`config.mk`:
```
export PLATFORM = sky130hd
export DESIGN_NAME = adc_scan_ctrl_flat
export DESIGN_NICKNAME = d
export VERILOG_FILES = /design/src/rtl/adc_scan_ctrl_if.sv /design/src/rtl/adc_scan_ctrl.sv /design/src/flat_wrapper.sv
export SDC_FILE = /design/constraint.sdc
export NUM_CORES = 1
export LEC_CHECK = 0
export ABC_AREA = 1
export CORE_MARGIN = 2
export CORE_UTILIZATION = 46
export DETAILED_ROUTE_END_ITERATION = 8
export PLACE_DENSITY_LB_ADDON = 0.3
export SYNTH_ARGS = -nofsm -noshare
export SYNTH_HDL_FRONTEND = slang
export SYNTH_SLANG_ARGS = --single-unit
```
`constraint.sdc`:
```
create_clock -name clk_i -period 5.75 [get_ports clk_i]
set_input_delay 1.15 -clock clk_i [delete_from_list [all_inputs] [get_ports clk_i]]
set_output_delay 1.15 -clock clk_i [all_outputs]
set_load 0.1 [all_outputs]
```
`src/rtl/adc_scan_ctrl_if.sv`:
```
// rtl/adc_scan_ctrl_if.sv - host and SPI engine signal bundle for adc_scan_ctrl
interface adc_scan_ctrl_if;
    logic        en_i;
    logic        start_i;
    logic        clr_i;
    logic        strc_o;
    logic [7:0]  cmd_o;
    logic [7:0]  kmax_o;
    logic        eoc_i;
    logic [11:0] din_i;
    logic [2:0]  rd_ch_i;
    logic [11:0] rd_data_o;
    logic        done_o;
    logic        busy_o;
    logic        ovr_o;
    logic        err_o;

    // Controller side: drives the engine strobe/command and the host status
    modport master (
        input  en_i, start_i, clr_i, eoc_i, din_i, rd_ch_i,
        output strc_o, cmd_o, kmax_o, rd_data_o, done_o, busy_o, ovr_o, err_o
    );

    // Environment side: host plus SPI engine
    modport slave (
        output en_i, start_i, clr_i, eoc_i, din_i, rd_ch_i,
        input  strc_o, cmd_o, kmax_o, rd_data_o, done_o, busy_o, ovr_o, err_o
    );
endinterface

```
`src/rtl/adc_scan_ctrl.sv`:
```
// rtl/adc_scan_ctrl.sv - ADC channel scan sequencer with result bank; ADC_SCAN_AVG_EN enables 4x averaging
module adc_scan_ctrl #(
    parameter int          NCH     = 8,
    parameter logic [3:0]  CMD_LO  = 4'hC,
    parameter logic [7:0]  KMAX    = 8'd24,
    parameter logic [15:0] PERIOD  = 16'd50000,
    parameter logic [15:0] TIMEOUT = 16'd4095
) (
    input  logic           clk_i,
    input  logic           rst_i,
    adc_scan_ctrl_if.master bus
);

    typedef enum logic [2:0] {IDLE, STROBE, ACK, CONV, STORE} state_t;

    localparam logic [15:0] PER_LAST = PERIOD - 16'd1;
    localparam logic [15:0] TO_LAST  = TIMEOUT - 16'd1;
    localparam logic [2:0]  CH_LAST  = 3'(NCH - 1);

    state_t      state, state_nxt;
    logic [2:0]  ch, ch_nxt;
    logic [15:0] tmr;
    logic [15:0] to_cnt;
    logic        expire;
    logic        to_abort;
    logic        scan_done;
    logic        bank_we;
    logic        chan_final;
    logic [11:0] store_val;
    logic [11:0] bank [0:7];

    logic        strc_r, done_r, busy_r, ovr_r, err_r;
    logic [7:0]  cmd_r;
    logic [11:0] rd_data_r;

    assign bus.strc_o    = strc_r;
    assign bus.cmd_o     = cmd_r;
    assign bus.kmax_o    = KMAX;
    assign bus.rd_data_o = rd_data_r;
    assign bus.done_o    = done_r;
    assign bus.busy_o    = busy_r;
    assign bus.ovr_o     = ovr_r;
    assign bus.err_o     = err_r;

    assign expire = bus.en_i && (tmr == PER_LAST);

`ifdef ADC_SCAN_AVG_EN
    logic [1:0]  avg_cnt;
    logic [13:0] acc;
    logic [13:0] acc_sum;

    assign acc_sum    = acc + {2'b00, bus.din_i};
    assign chan_final = (avg_cnt == 2'd3);
    assign store_val  = acc_sum[13:2];

    // Four back-to-back conversions per channel are summed; cleared between channels and scans
    always_ff @(posedge clk_i or posedge rst_i) begin
        if (rst_i) begin
            avg_cnt <= 2'd0;
            acc     <= 14'd0;
        end else if (state == IDLE || to_abort) begin
            avg_cnt <= 2'd0;
            acc     <= 14'd0;
        end else if (state == STORE) begin
            if (chan_final) begin
                avg_cnt <= 2'd0;
                acc     <= 14'd0;
            end else begin
                avg_cnt <= avg_cnt + 2'd1;
                acc     <= acc_sum;
            end
        end
    end
`else
    assign chan_final = 1'b1;
    assign store_val  = bus.din_i;
`endif

    // Next-state logic: trigger, engine handshake, timeout abort and channel stepping
    always_comb begin
        state_nxt = state;
        ch_nxt    = ch;
        to_abort  = 1'b0;
        scan_done = 1'b0;
        bank_we   = 1'b0;
        case (state)
            IDLE: begin
                if (bus.start_i || expire) begin
                    state_nxt = STROBE;
                    ch_nxt    = 3'd0;
                end
            end
            STROBE: state_nxt = ACK;
            ACK: begin
                if (!bus.eoc_i) begin
                    state_nxt = CONV;
                end else if (to_cnt == TO_LAST) begin
                    state_nxt = IDLE;
                    to_abort  = 1'b1;
                end
            end
            CONV: begin
                if (bus.eoc_i) begin
                    state_nxt = STORE;
                end else if (to_cnt == TO_LAST) begin
                    state_nxt = IDLE;
                    to_abort  = 1'b1;
                end
            end
            STORE: begin
                state_nxt = STROBE;
                if (chan_final) begin
                    bank_we = 1'b1;
                    if (ch == CH_LAST) begin
                        state_nxt = IDLE;
                        scan_done = 1'b1;
                    end else begin
                        ch_nxt = ch + 3'd1;
                    end
                end
            end
            default: state_nxt = IDLE;
        endcase
    end

    // State, channel and registered outputs derived from the next state
    always_ff @(posedge clk_i or posedge rst_i) begin
        if (rst_i) begin
            state  <= IDLE;
            ch     <= 3'd0;
            strc_r <= 1'b0;
            busy_r <= 1'b0;
            done_r <= 1'b0;
            cmd_r  <= {1'b1, 3'd0, CMD_LO};
        end else begin
            state  <= state_nxt;
            ch     <= ch_nxt;
            strc_r <= (state_nxt == STROBE);
            busy_r <= (state_nxt != IDLE);
            done_r <= scan_done;
            if (state_nxt == STROBE && state != STROBE) begin
                cmd_r <= {1'b1, ch_nxt, CMD_LO};
            end
        end
    end

    // Handshake timeout counter restarts on every entry to ACK or CONV
    always_ff @(posedge clk_i or posedge rst_i) begin
        if (rst_i) begin
            to_cnt <= 16'd0;
        end else if ((state_nxt == ACK && state != ACK) || (state_nxt == CONV && state != CONV)) begin
            to_cnt <= 16'd0;
        end else if (state == ACK || state == CONV) begin
            to_cnt <= to_cnt + 16'd1;
        end
    end

    // Sample timer free-runs while enabled and wraps after PERIOD clocks
    always_ff @(posedge clk_i or posedge rst_i) begin
        if (rst_i) begin
            tmr <= 16'd0;
        end else if (!bus.en_i || tmr == PER_LAST) begin
            tmr <= 16'd0;
        end else begin
            tmr <= tmr + 16'd1;
        end
    end

    // Sticky overrun and error flags; clear wins over a same-cycle set
    always_ff @(posedge clk_i or posedge rst_i) begin
        if (rst_i) begin
            ovr_r <= 1'b0;
            err_r <= 1'b0;
        end else if (bus.clr_i) begin
            ovr_r <= 1'b0;
            err_r <= 1'b0;
        end else begin
            if (expire && state != IDLE) begin
                ovr_r <= 1'b1;
            end
            if (to_abort) begin
                err_r <= 1'b1;
            end
        end
    end

    // Result bank write and registered read port (read sees pre-write data)
    always_ff @(posedge clk_i or posedge rst_i) begin
        if (rst_i) begin
            for (int i = 0; i < 8; i++) begin
                bank[i] <= 12'd0;
            end
            rd_data_r <= 12'd0;
        end else begin
            if (bank_we) begin
                bank[ch] <= store_val;
            end
            if ({1'b0, bus.rd_ch_i} < 4'(NCH)) begin
                rd_data_r <= bank[bus.rd_ch_i];
            end else begin
                rd_data_r <= 12'd0;
            end
        end
    end

endmodule

```
`src/flat_wrapper.sv`:
```
// flat-port wrapper written by rule: the top's interface ports become plain ports
module adc_scan_ctrl_flat 
#(
    parameter int          NCH     = 8,
    parameter logic [3:0]  CMD_LO  = 4'hC,
    parameter logic [7:0]  KMAX    = 8'd24,
    parameter logic [15:0] PERIOD  = 16'd50000,
    parameter logic [15:0] TIMEOUT = 16'd4095
)
  (clk_i, rst_i, bus_en_i, bus_start_i, bus_clr_i, bus_eoc_i, bus_din_i, bus_rd_ch_i, bus_strc_o, bus_cmd_o, bus_kmax_o, bus_rd_data_o, bus_done_o, bus_busy_o, bus_ovr_o, bus_err_o);
  adc_scan_ctrl_if bus_i ();
  input  logic clk_i;
  input  logic rst_i;
  input wire logic [$bits(bus_i.en_i)-1:0] bus_en_i;
  input wire logic [$bits(bus_i.start_i)-1:0] bus_start_i;
  input wire logic [$bits(bus_i.clr_i)-1:0] bus_clr_i;
  input wire logic [$bits(bus_i.eoc_i)-1:0] bus_eoc_i;
  input wire logic [$bits(bus_i.din_i)-1:0] bus_din_i;
  input wire logic [$bits(bus_i.rd_ch_i)-1:0] bus_rd_ch_i;
  output wire logic [$bits(bus_i.strc_o)-1:0] bus_strc_o;
  output wire logic [$bits(bus_i.cmd_o)-1:0] bus_cmd_o;
  output wire logic [$bits(bus_i.kmax_o)-1:0] bus_kmax_o;
  output wire logic [$bits(bus_i.rd_data_o)-1:0] bus_rd_data_o;
  output wire logic [$bits(bus_i.done_o)-1:0] bus_done_o;
  output wire logic [$bits(bus_i.busy_o)-1:0] bus_busy_o;
  output wire logic [$bits(bus_i.ovr_o)-1:0] bus_ovr_o;
  output wire logic [$bits(bus_i.err_o)-1:0] bus_err_o;
  assign bus_i.en_i = bus_en_i;
  assign bus_i.start_i = bus_start_i;
  assign bus_i.clr_i = bus_clr_i;
  assign bus_i.eoc_i = bus_eoc_i;
  assign bus_i.din_i = bus_din_i;
  assign bus_i.rd_ch_i = bus_rd_ch_i;
  assign bus_strc_o = bus_i.strc_o;
  assign bus_cmd_o = bus_i.cmd_o;
  assign bus_kmax_o = bus_i.kmax_o;
  assign bus_rd_data_o = bus_i.rd_data_o;
  assign bus_done_o = bus_i.done_o;
  assign bus_busy_o = bus_i.busy_o;
  assign bus_ovr_o = bus_i.ovr_o;
  assign bus_err_o = bus_i.err_o;
  adc_scan_ctrl #(.NCH(NCH), .CMD_LO(CMD_LO), .KMAX(KMAX), .PERIOD(PERIOD), .TIMEOUT(TIMEOUT)) u_core (.clk_i(clk_i), .rst_i(rst_i), .bus(bus_i));
endmodule
```
Word level (Yosys, flattened, before mapping)
Index checks and enable logic that the tools add are counted.

Latch bits: 0. Logic and storage cells: 86. Output and inout port bits: 33. RAM bits: 0. Memories kept: 0. Memory bits (read-only): 0. Register bits: 154.

Equality and inequality tests: 13. Shift-type cells: 0. Div/mod/pow operators: 0. Order comparisons: 3. Add/sub/neg operators: 3. Multiplexer cells: 29. Bitwise operators: 2. Multipliers: 0. Reductions and logical operators: 17.

Operators by type and width (count): $bwmux W96 (1); $mux W16 (3); $bmux W12 S3 (1); $demux W12 S3 (1); $mux W12 (3); $add A16 B1 Y16 const B (2); $mux W3 (6); $eq A16 B12 Y1 const B (1); $eq A16 B16 Y1 const B (1); $pmux W3 S5 (1); $eq A3 B2 Y1 const B (4); $mux W1 (11); $ge A4 B4 Y1 const B (2); $not A3 Y4 (2); $eq A3 B1 Y1 const B (2); $eq A3 B3 Y1 const B (2); $logic_and A1 B1 Y1 (6); $ne A3 B2 Y1 const B (2); $pmux W3 S2 (1); $reduce_bool A2 Y1 (3); $reduce_bool A3 Y1 (2); $logic_or A1 B1 Y1 (4); $lt A4 B1 Y1 const B (1); $add A3 B1 Y3 const B (1); other kinds (4) (4).

Longest topological paths before layout
Gate-level depths: netlist (run 1).

Depth in word-level cells: 9. Mapped depth: 10. Gate-level depth less buffers: 10.

Least setup slack after synthesis (run 1)
OpenSTA, ideal clock, no wires.

Path kind: in2reg. From: in bus_rd_ch_i[0]. To: reg u_core.rd_data_r[10], in the netlist u_core.bus.rd_data_o[10]. Setup slack: 3.671 ns. Arrival: 1.938 ns. Stages on the path: 7. Library setup time: 0.141 ns. Buffers on the path: 2. Cells stage by stage: buf_2 -> buf_1 -> a21oi_1 -> o21ai_0 -> o21ai_0 -> nor2_1 -> a31oi_1.

Word-level cells in the longest chain between the ends: 4.

Ends and longest elaborated chain: start, declared (line flat_wrapper.sv:19) `input wire logic [$bits(bus_i.rd_ch_i)-1:0] bus_rd_ch_i;`; $not A3 Y4 (not written as such) (line adc_scan_ctrl.sv:199) `rd_data_r <= bank[bus.rd_ch_i];`; $bmux W12 S3 (line adc_scan_ctrl.sv:199); $mux W12 (not written as such) (2 in a row) (line adc_scan_ctrl.sv:199); end signal, assigned (line adc_scan_ctrl.sv:199); end, declared (line adc_scan_ctrl.sv:34) `logic [11:0] rd_data_r;`.

Every way passes these cells. The select of a mux whose other input is x is not followed. A chain may end at the register's enable or synchronous reset.

Final worst setup path (run 1)
From: reg u_core.rd_data_r[2], in the netlist u_core.bus.rd_data_o[2]. To: out bus_rd_data_o[2].

RTL lines: end, declared (line flat_wrapper.sv:23) `output wire logic [$bits(bus_i.rd_data_o)-1:0] bus_rd_data_o;`.

No word-level cell between the ends.

==> results of run 1 <==
[metal layers]
metal,global-route usage (%),up-vias,share of wire (%)
li1,-,2795,-
met1,27.0,2669,48
met2,32.2,90,47
met3,4.67,12,3.3
met4,6.40,0,1.2
met5,0,-,0
[kinds of logic after synthesis]
family / after synthesis / share of synthesized area (%)
flops: 154 / 54.3
other cells: 2 / 0.106
compound gates: 194 / 14.5
fa+ha+maj: 4 / 0.706
xor+xnor: 21 / 2.59
buf+inv: 122 / 7.50
simple gates: 354 / 20.2
[cells in the final DEF, fill, tap and decap left out]
cell type / instances
inv_6: 3
inv_1: 70
a21boi_0: 1
a211oi_1: 1
o21ba_2: 1
clkbuf_16: 17
o21ai_0: 144
conb_1: 13
nand2_1: 183
o21bai_1: 1
nand4_1: 12
dfrtp_1: 154
clkinv_1: 1
inv_2: 1
nor3_4: 2
clkbuf_8: 2
ha_1: 4
xnor2_1: 8
o21ai_1: 3
nand3_1: 28
bufinv_16: 6
clkbuf_1: 2
clkinvlp_4: 2
nor3_1: 10
nor2_1: 118
clkdlybuf4s50_1: 39
a31oi_1: 13
o211ai_1: 12
xor2_1: 13
nand2_2: 1
a21oi_1: 18
buf_2: 1
buf_4: 4
[state kept, by name, summed over array words and instances, names as in the netlist]
register	flops
u_core.to_cnt	16
u_core.bus.rd_data_o	12
u_core.ch	3
u_core.bus.err_o	1
u_core.bus.cmd_o	3
u_core.bus.done_o	1
u_core.bank	96
u_core.state	3
u_core.tmr	16
u_core.bus.ovr_o	1
u_core.bus.busy_o	1
u_core.bus.strc_o	1
[through the flow]
step / cells / setup slack [ns]
2_1_floorplan: 862 / 0.450
3_3_place_gp: 1045 / 2.81
3_5_place_dp: 1045 / 2.73
4_1_cts: 1076 / 2.63
5_1_grt: 1076 / 2.61
6_report: 1076 / 2.67
[cell type report]
cell class              instances  share of cell area (%)
flip-flops and latches        154                    46.9
multi-input cells             586                    33.4
clock buffers                  21                    5.61
repair buffers                 44                    5.18
inverters                      73                    3.40
well taps                     188                    2.86
clock inverters                10                    2.59
[worst min path at each step]
stage,endpoint,cells past startpoint
floorplan,u_core.bank[12],2
global placement,u_core.bank[14],2
detailed placement,u_core.bank[83],2
CTS,u_core.bank[80],2
global route,u_core.bank[93],2
finish,u_core.bank[42],2
[report_power, final]
part	internal (W)	switching (W)	total [W]	leakage, nW
Combinational	0.000182	0.000476	0.000659	1.84
Sequential	0.00127	0.000104	0.00137	1.66
Clock	0.000838	0.000435	0.00127	0.320
Total	0.00229	0.00102	0.00330	3.82
==> run_results.csv, run 1 <==
group,metric,value,unit
global_routing,grt-ovfl-total,0,
power,power_density,402,nW/um^2
finish,drive_gt1_share,4.50,%
floorplanning,num_io_pins,54,
floorplanning,fp.dieArea,16400,sq um
timing,rsz0062_at_grt,"false",
timing,hold_viol_final,0,
routing,first_iter_violations,423,
timing,holdWs,0.481,ns
logic_synthesis,synth_top_area_share,54.3,%
finish,fin_nets,901,
routing,dr.pass1.iters,7,
logic_synthesis,ys_async_sr_fraction,100,%
timing,fmax,324,MHz
logic_synthesis,synth_common_cells,"nand2_1, dfrtp_1, o21ai_0, nor2_1, inv_1",
worst_setup_path,ff2ff_setup_slack,3.43,ns
finish,n_antenna_cell,0,
logic_synthesis,ys_seq_area_share,54.3,%
worst_setup_path,end_kind,"primary output",
cts,clock_latency,0.43,ns
placed_design,placed_cell_area,7540,sq um
routing,final_antenna_net_count,0,
worst_setup_path,path_max_fanout,1,
global_routing,grt_pass1_wl,25700,um
logic_synthesis,yosysWarnings,0,
worst_setup_path,rr_worst_depth,5,
cts,clkTransAtPathRegs,0.06,ns
placed_design,hpwl,9430,um
floorplanning,core,15100,sq um
logic_synthesis,synth_edf_count,0,
cts,h-tree-depth,4,
global_routing,grt_usage,20.0,%
logic_synthesis,synth_cells,851,
cts,cts.sinks,154,
worst_setup_path,cp_slowest_cell,"clkdlybuf4s50_1",
worst_hold_path,worstHoldPathType,"register to register",
routing,dr_total_vias,5566,
power,power_leakage,3.82,nW
cts,tritoncts,"built",
cts,root_buffer,"clkbuf_16",
timing,fin_skew,0.0126,ns
job,cap_violations,0,
finish,seq_area,3850,sq um
worst_setup_path,crit_cells,1,
timing,tightest_slew,1.15,ns
worst_setup_path,worstPathBufferInverterCount,1,
timing,period_minus_slack,3.08,ns
floorplanning,initial_utilization,46.8,%
timing,max-slew-margin-rel,23.3,%
routing,drc_errors,0,
logic_synthesis,avgSynthCellArea,8.33,sq um
cts,clk_path_buf_depth,2,
floorplanning,rows,45,
timing,final-setup-viol-count,0,
worst_setup_path,critPathLaunch,"u_core.bus.rd_data_o[2]",
logic_synthesis,yosys.cell_types.count,28,
logic_synthesis,synth.most_common_cell,"nand2_1",
global_routing,grt_max_degree,74,
timing,drv_slew,0,
worst_setup_path,cp_slowest_stage_delay,1.14,ns
finish,n_fill_cell,1349,
floorplanning,die_h,128,um
worst_setup_path,crit_chain,"clkdlybuf4s50_1",
logic_synthesis,synth_ff_type,"dfrtp_1",
worst_hold_path,worstHoldStart,"u_core.bank[42]",
worst_setup_path,crit_family,"buffers and inverters",
floorplanning,die_width,128,um
routing,routed_wl,15200,um
finish,area_growth,15.8,%
worst_setup_path,start_kind,"register",
timing,fin_crit_sh,53.6,%
global_routing,antenna_found_initial,0,
logic_synthesis,yosys.area.top_type,"dfrtp_1",
cts,numCtsBuffers,17,
worst_setup_path,r2r-start,"u_core.state[0]",
logic_synthesis,ys_ff_latch,154,
cts,ctsResizeCount,0,
logic_synthesis,synth_area_leaders,"dfrtp_1, o21ai_0, nand2_1",
power,ir_drop,0.000248,V
run_status,status,"finished clean",
worst_setup_path,rr_endpoint,"u_core.bank[76]",
timing,fin_setup_tns,0,ns
worst_setup_path,required,4.60,ns
finish,multi_input_area,2750,sq um
global_routing,first_global_vias,5190,
cts,post_cts_buffers,0,
routing,vias_per_cell,5.17,
finish,final_cell_area,8210,sq um
worst_setup_path,path_class,"register to primary output",
logic_synthesis,synth_area,7090,sq um
routing,wl_per_cell,14.1,um
worst_setup_path,arrival,1.93,ns
worst_setup_path,crit_end,"bus_rd_data_o[2]",
power,p_total,0.00330,W
placed_design,gp_congestion,0.835,
cts,ctsHoldBuffers,0,
finish,fin_util,54.2,%
placed_design,io_buffers,40,
Note: power is estimated with default switching activity, not from simulation.
==> run 2: changes to the inputs <==
Clock period 5.75 ns to 3.2 ns, I/O delays scaled along.
==> run_results.csv, run 2 (synthesized netlist as in run 1, its figures left out) <==
group,metric,value,unit
worst_hold_path,worstHoldStart,"u_core.bank[74]",
finish,area_growth,14.6,%
cts,ctsResizeCount,0,
routing,final_antenna_net_count,0,
finish,final_cell_area,8120,sq um
floorplanning,die_h,128,um
placed_design,gp_congestion,0.842,
cts,root_buffer,"clkbuf_16",
floorplanning,die_width,128,um
global_routing,grt_max_degree,95,
floorplanning,fp.dieArea,16400,sq um
worst_setup_path,crit_chain,"nor2_1 > nand2_1 > inv_2 > nand2_2 > nor3_4 > nand2_1 > o21ai_0",
cts,cts.sinks,154,
worst_setup_path,crit_cells,7,
finish,layout_commonest_cell,"nand2_1",
worst_setup_path,cp_slowest_stage_delay,0.76,ns
finish,n_antenna_cell,0,
worst_setup_path,start_kind,"register",
routing,wl_per_cell,14.0,um
finish,top_regs,"u_core.bank x96, u_core.tmr x16, u_core.to_cnt x16",
worst_setup_path,worstPathBufferInverterCount,1,
global_routing,first_global_vias,5262,
global_routing,antenna_found_initial,0,
finish,final_cell_mix,"nand2_1, dfrtp_1, o21ai_0, nor2_1, inv_1",
finish,fin_util,53.6,%
finish,largest_register_ffs,96,
power,power_leakage,3.82,nW
worst_setup_path,critPathLaunch,"u_core.state[0]",
routing,dr_total_vias,5597,
cts,clk_path_buf_depth,2,
cts,h-tree-depth,4,
finish,drive_gt1_share,7.49,%
placed_design,io_buffers,40,
timing,fmax,486,MHz
worst_setup_path,path_max_fanout,24,
floorplanning,initial_utilization,46.8,%
power,power_density,681,nW/um^2
global_routing,grt-ovfl-total,0,
routing,drc_errors,0,
placed_design,placed_cell_area,7570,sq um
timing,period_minus_slack,2.06,ns
finish,top_register,"u_core.bank",
worst_setup_path,cpMostUsedCell,"nand2_1",
floorplanning,num_io_pins,54,
worst_setup_path,r2r-start,"u_core.state[0]",
worst_setup_path,rr_worst_depth,7,
timing,tightest_slew,0.980,ns
placed_design,hpwl,9360,um
worst_setup_path,end_kind,"register",
floorplanning,core,15100,sq um
cts,post_cts_buffers,0,
timing,holdWs,0.479,ns
timing,hold_viol_final,0,
cts,ctsHoldBuffers,0,
worst_setup_path,crit_family,"simple AND/OR/NAND/NOR gates",
finish,fin_nets,908,
global_routing,grt_pass1_wl,25500,um
timing,drv_slew,0,
cts,clock_latency,0.42,ns
floorplanning,rows,45,
worst_hold_path,worstHoldPathType,"register to register",
routing,routed_wl,15200,um
placed_design,place_ws,0.996,ns
routing,first_iter_violations,614,
job,cap_violations,0,
worst_setup_path,cp_slowest_cell,"nor3_4",
cts,clkTransAtPathRegs,0.06,ns
timing,postLayoutSetupSlackWorst,1.14,ns
timing,rsz0062_at_grt,"false",
cts,tritoncts,"built",
worst_setup_path,path_class,"register to register",
worst_hold_path,hold_depth,2,
run_status,status,"finished clean",
timing,final-setup-viol-count,0,
cts,numCtsBuffers,17,
routing,dr.pass1.iters,5,
worst_setup_path,arrival,2.39,ns
global_routing,grt_usage,19.8,%
timing,max-slew-margin-rel,34.5,%
power,ir_drop,0.000370,V
timing,fin_skew,0.00939,ns
routing,vias_per_cell,5.17,
finish,n_fill_cell,1391,
timing,fin_setup_tns,0,ns
worst_setup_path,required,3.53,ns
timing,fin_crit_sh,64.3,%
run 2: worst paths after layout:
kind                                      endpoint  slack (ns)
max                                u_core.bank[33]        1.14
min                                u_core.bank[74]        0.48
max reg2reg                        u_core.bank[33]        1.14
min reg2reg                        u_core.bank[74]        0.48
max in group asynchronous          u_core.bank[74]        1.79
min in group asynchronous  u_core.bus.rd_data_o[7]        0.59
run 2: per-layer routing:
layer  routed length (um)  track usage, %  vias to the layer above  share of wire [%]
li1                     -               -                     2807                  -
met1                 7340            27.1                     2667                 48
met2                 7070            31.4                      102                 47
met3                  534            4.34                       21                3.5
met4                  255            7.05                        0                1.7
met5                    0               0                        -                  0
run 2: report_power, final:
| part | total (W) | leakage, nW | internal (W) | switching, W |
|---|---|---|---|---|
| clock network | 0.00188 | 0.261 | 0.00111 | 0.000779 |
| registers | 0.00246 | 1.66 | 0.00227 | 0.000189 |
| logic | 0.00119 | 1.90 | 0.000321 | 0.000864 |
run 2: worst min-delay path, stage by stage, from the launching register on:
cell and delay, ns:
dfrtp_1 0.33, nand2_1 0.05, o21ai_0 0.06
run 2: per-stage QoR:
stage	cells	power (W)
global route	1083	0.00583
detailed placement	1052	0.00367
floorplan	862	0.00340
global placement	1052	0.00364
finish	1083	0.00553
CTS	1083	0.00557
run 2: area by class of cell:
class                      instances  area (sq um)  share of cell area [%]
inverter                          73           278                    3.42
timing repair buffer              51           453                    5.58
clock inverter                    10          96.3                    1.19
tap                              188           235                    2.90
sequential                       154          3850                    47.4
clock buffer                      21           460                    5.67
multi-input combinational        586          2750                    33.8
==> run 3: changes to the inputs <==
Clock period 3.2 ns to 1.8 ns, I/O delays scaled along.
==> run_results.csv, run 3 (synthesized netlist as in run 1, its figures left out) <==
group,metric,value,unit
worst_setup_path,required,2.11,ns
worst_setup_path,start_kind,"register",
finish,seq_area,3850,sq um
run_status,status,"finished clean",
placed_design,hpwl,10200,um
finish,n_antenna_cell,0,
timing,max-slew-margin-rel,66.6,%
timing,rsz0062_at_grt,"false",
job,cap_violations,0,
timing,tightest_slew,0.500,ns
global_routing,grt_pass1_wl,26400,um
cts,cts.sinks,154,
finish,multi_input_area,2750,sq um
power,p_total,0.0105,W
timing,fin_skew,0.00642,ns
timing,hold_viol_final,0,
finish,area_growth,22.5,%
finish,fin_util,57.3,%
finish,top_register,"u_core.bank",
cts,h-tree-depth,4,
power,power_leakage,4.07,nW
placed_design,io_buffers,40,
routing,first_iter_violations,550,
cts,clock_latency,0.41,ns
floorplanning,die_h,128,um
finish,largest_register_ffs,96,
timing,period_minus_slack,1.62,ns
floorplanning,initial_utilization,46.8,%
worst_hold_path,worstHoldPathType,"input port to async pin",
global_routing,grt_usage,20.3,%
floorplanning,num_io_pins,54,
cts,tritoncts,"built",
routing,vias_per_cell,5.08,
worst_setup_path,path_class,"register to register",
timing,final-setup-viol-count,0,
cts,root_buffer,"clkbuf_16",
routing,wl_per_cell,14.1,um
worst_setup_path,path_max_fanout,7,
global_routing,grt-ovfl-total,0,
routing,routed_wl,15500,um
global_routing,first_global_vias,5340,
placed_design,gp_congestion,0.872,
cts,ctsHoldBuffers,0,
cts,numCtsBuffers,17,
timing,fmax,619,MHz
routing,final_antenna_net_count,0,
cts,post_cts_buffers,0,
floorplanning,rows,45,
routing,drc_errors,0,
cts,clk_path_buf_depth,2,
routing,dr_total_vias,5594,
finish,final_cell_mix,"nand2_1, dfrtp_1, o21ai_0, nor2_1, inv_1",
finish,top_regs,"u_core.bank x96, u_core.tmr x16, u_core.to_cnt x16",
floorplanning,core,15100,sq um
power,power_density,1210,nW/um^2
finish,n_fill_cell,1329,
finish,fin_nets,926,
floorplanning,fp.dieArea,16400,sq um
finish,drive_gt1_share,9.63,%
cts,clkTransAtPathRegs,0.06,ns
floorplanning,die_width,128,um
timing,fin_crit_sh,89.8,%
timing,drv_slew,0,
global_routing,grt_max_degree,52,
worst_setup_path,arrival,1.92,ns
power,ir_drop,0.000747,V
global_routing,antenna_found_initial,0,
worst_setup_path,end_kind,"register",
routing,dr.pass1.iters,5,
finish,layout_commonest_cell,"nand2_1",
## run 3: cell count changes in the layout (fill, tap and decap cells not counted)
cell / delta
buf_12: +29
buf_4: -11
bufinv_16: +2
clkbuf_1: -2
clkinvlp_4: -2
inv_6: +2
a21boi_0: -1
a21boi_1: +1
clkinv_4: +1
## run 3: path summary, 6_finish.rpt
path                                     end  cells after the start  slack, ns             from
setup / recovery                u_core.ch[0]                      8       0.18    u_core.tmr[0]
hold / removal               u_core.bank[55]                      2       0.34            rst_i
setup reg to reg                u_core.ch[0]                      8       0.18    u_core.tmr[0]
hold reg to reg              u_core.bank[83]                      2       0.48  u_core.bank[83]
max in group asynchronous  u_core.to_cnt[14]                      3       0.92            rst_i
min in group clk_i           u_core.bank[83]                      2       0.48  u_core.bank[83]
## run 3: final cells by class
| type | instances | area share [%] |
|---|---|---|
| flip-flops and latches | 154 | 44.4 |
| multi-input cells | 586 | 31.6 |
| repair buffers | 69 | 10.9 |
| clock buffers | 19 | 5.22 |
| inverters | 73 | 3.20 |
| well taps | 188 | 2.71 |
| clock inverters | 13 | 1.93 |
## run 3: metal layers
layer | part of all wire (%) | up-vias | track usage [%]
met1 | 47 | 2629 | 28.1
met5 | 0 | - | 0
met2 | 48 | 124 | 32.6
met4 | 0.81 | 0 | 5.11
met3 | 4.2 | 8 | 4.76
li1 | - | 2833 | -
## run 3: worst max-delay path, cell delays in order (launching register included)
cell     delay, ns
dfrtp_1       0.42
ha_1          0.21
nand3_1       0.14
nor2_1        0.17
nand3_1       0.17
nand2_1       0.09
nand2_1       0.14
nand3_1       0.12
nand2_1       0.05
## run 3: where the power goes
group,internal [W],total [W],switching [W]
combinational,0.000853,0.00240,0.00154
sequential,0.00404,0.00441,0.000372
clock,0.00227,0.00368,0.00141
total,0.00716,0.0105,0.00333
## run 3: timing repair
item,4_1_cts,5_1_grt
hold endpoints to repair,0,0
gates resized for setup,0,1
endpoints found under the setup margin,0,3
## run 3: metrics by stage
stage	worst slack (ns)	instances	instance area (sq um)	hold slack (ns)	TNS, ns
2_1_floorplan	-0.505	862	7140	0.426	-77.76
3_3_place_gp	0.156	1070	8060	0.460	0
3_5_place_dp	0.102	1070	8060	0.468	0
4_1_cts	0.147	1102	8680	0.337	0
5_1_grt	0.000436	1102	8680	0.335	0
6_report	0.184	1102	8680	0.340	0
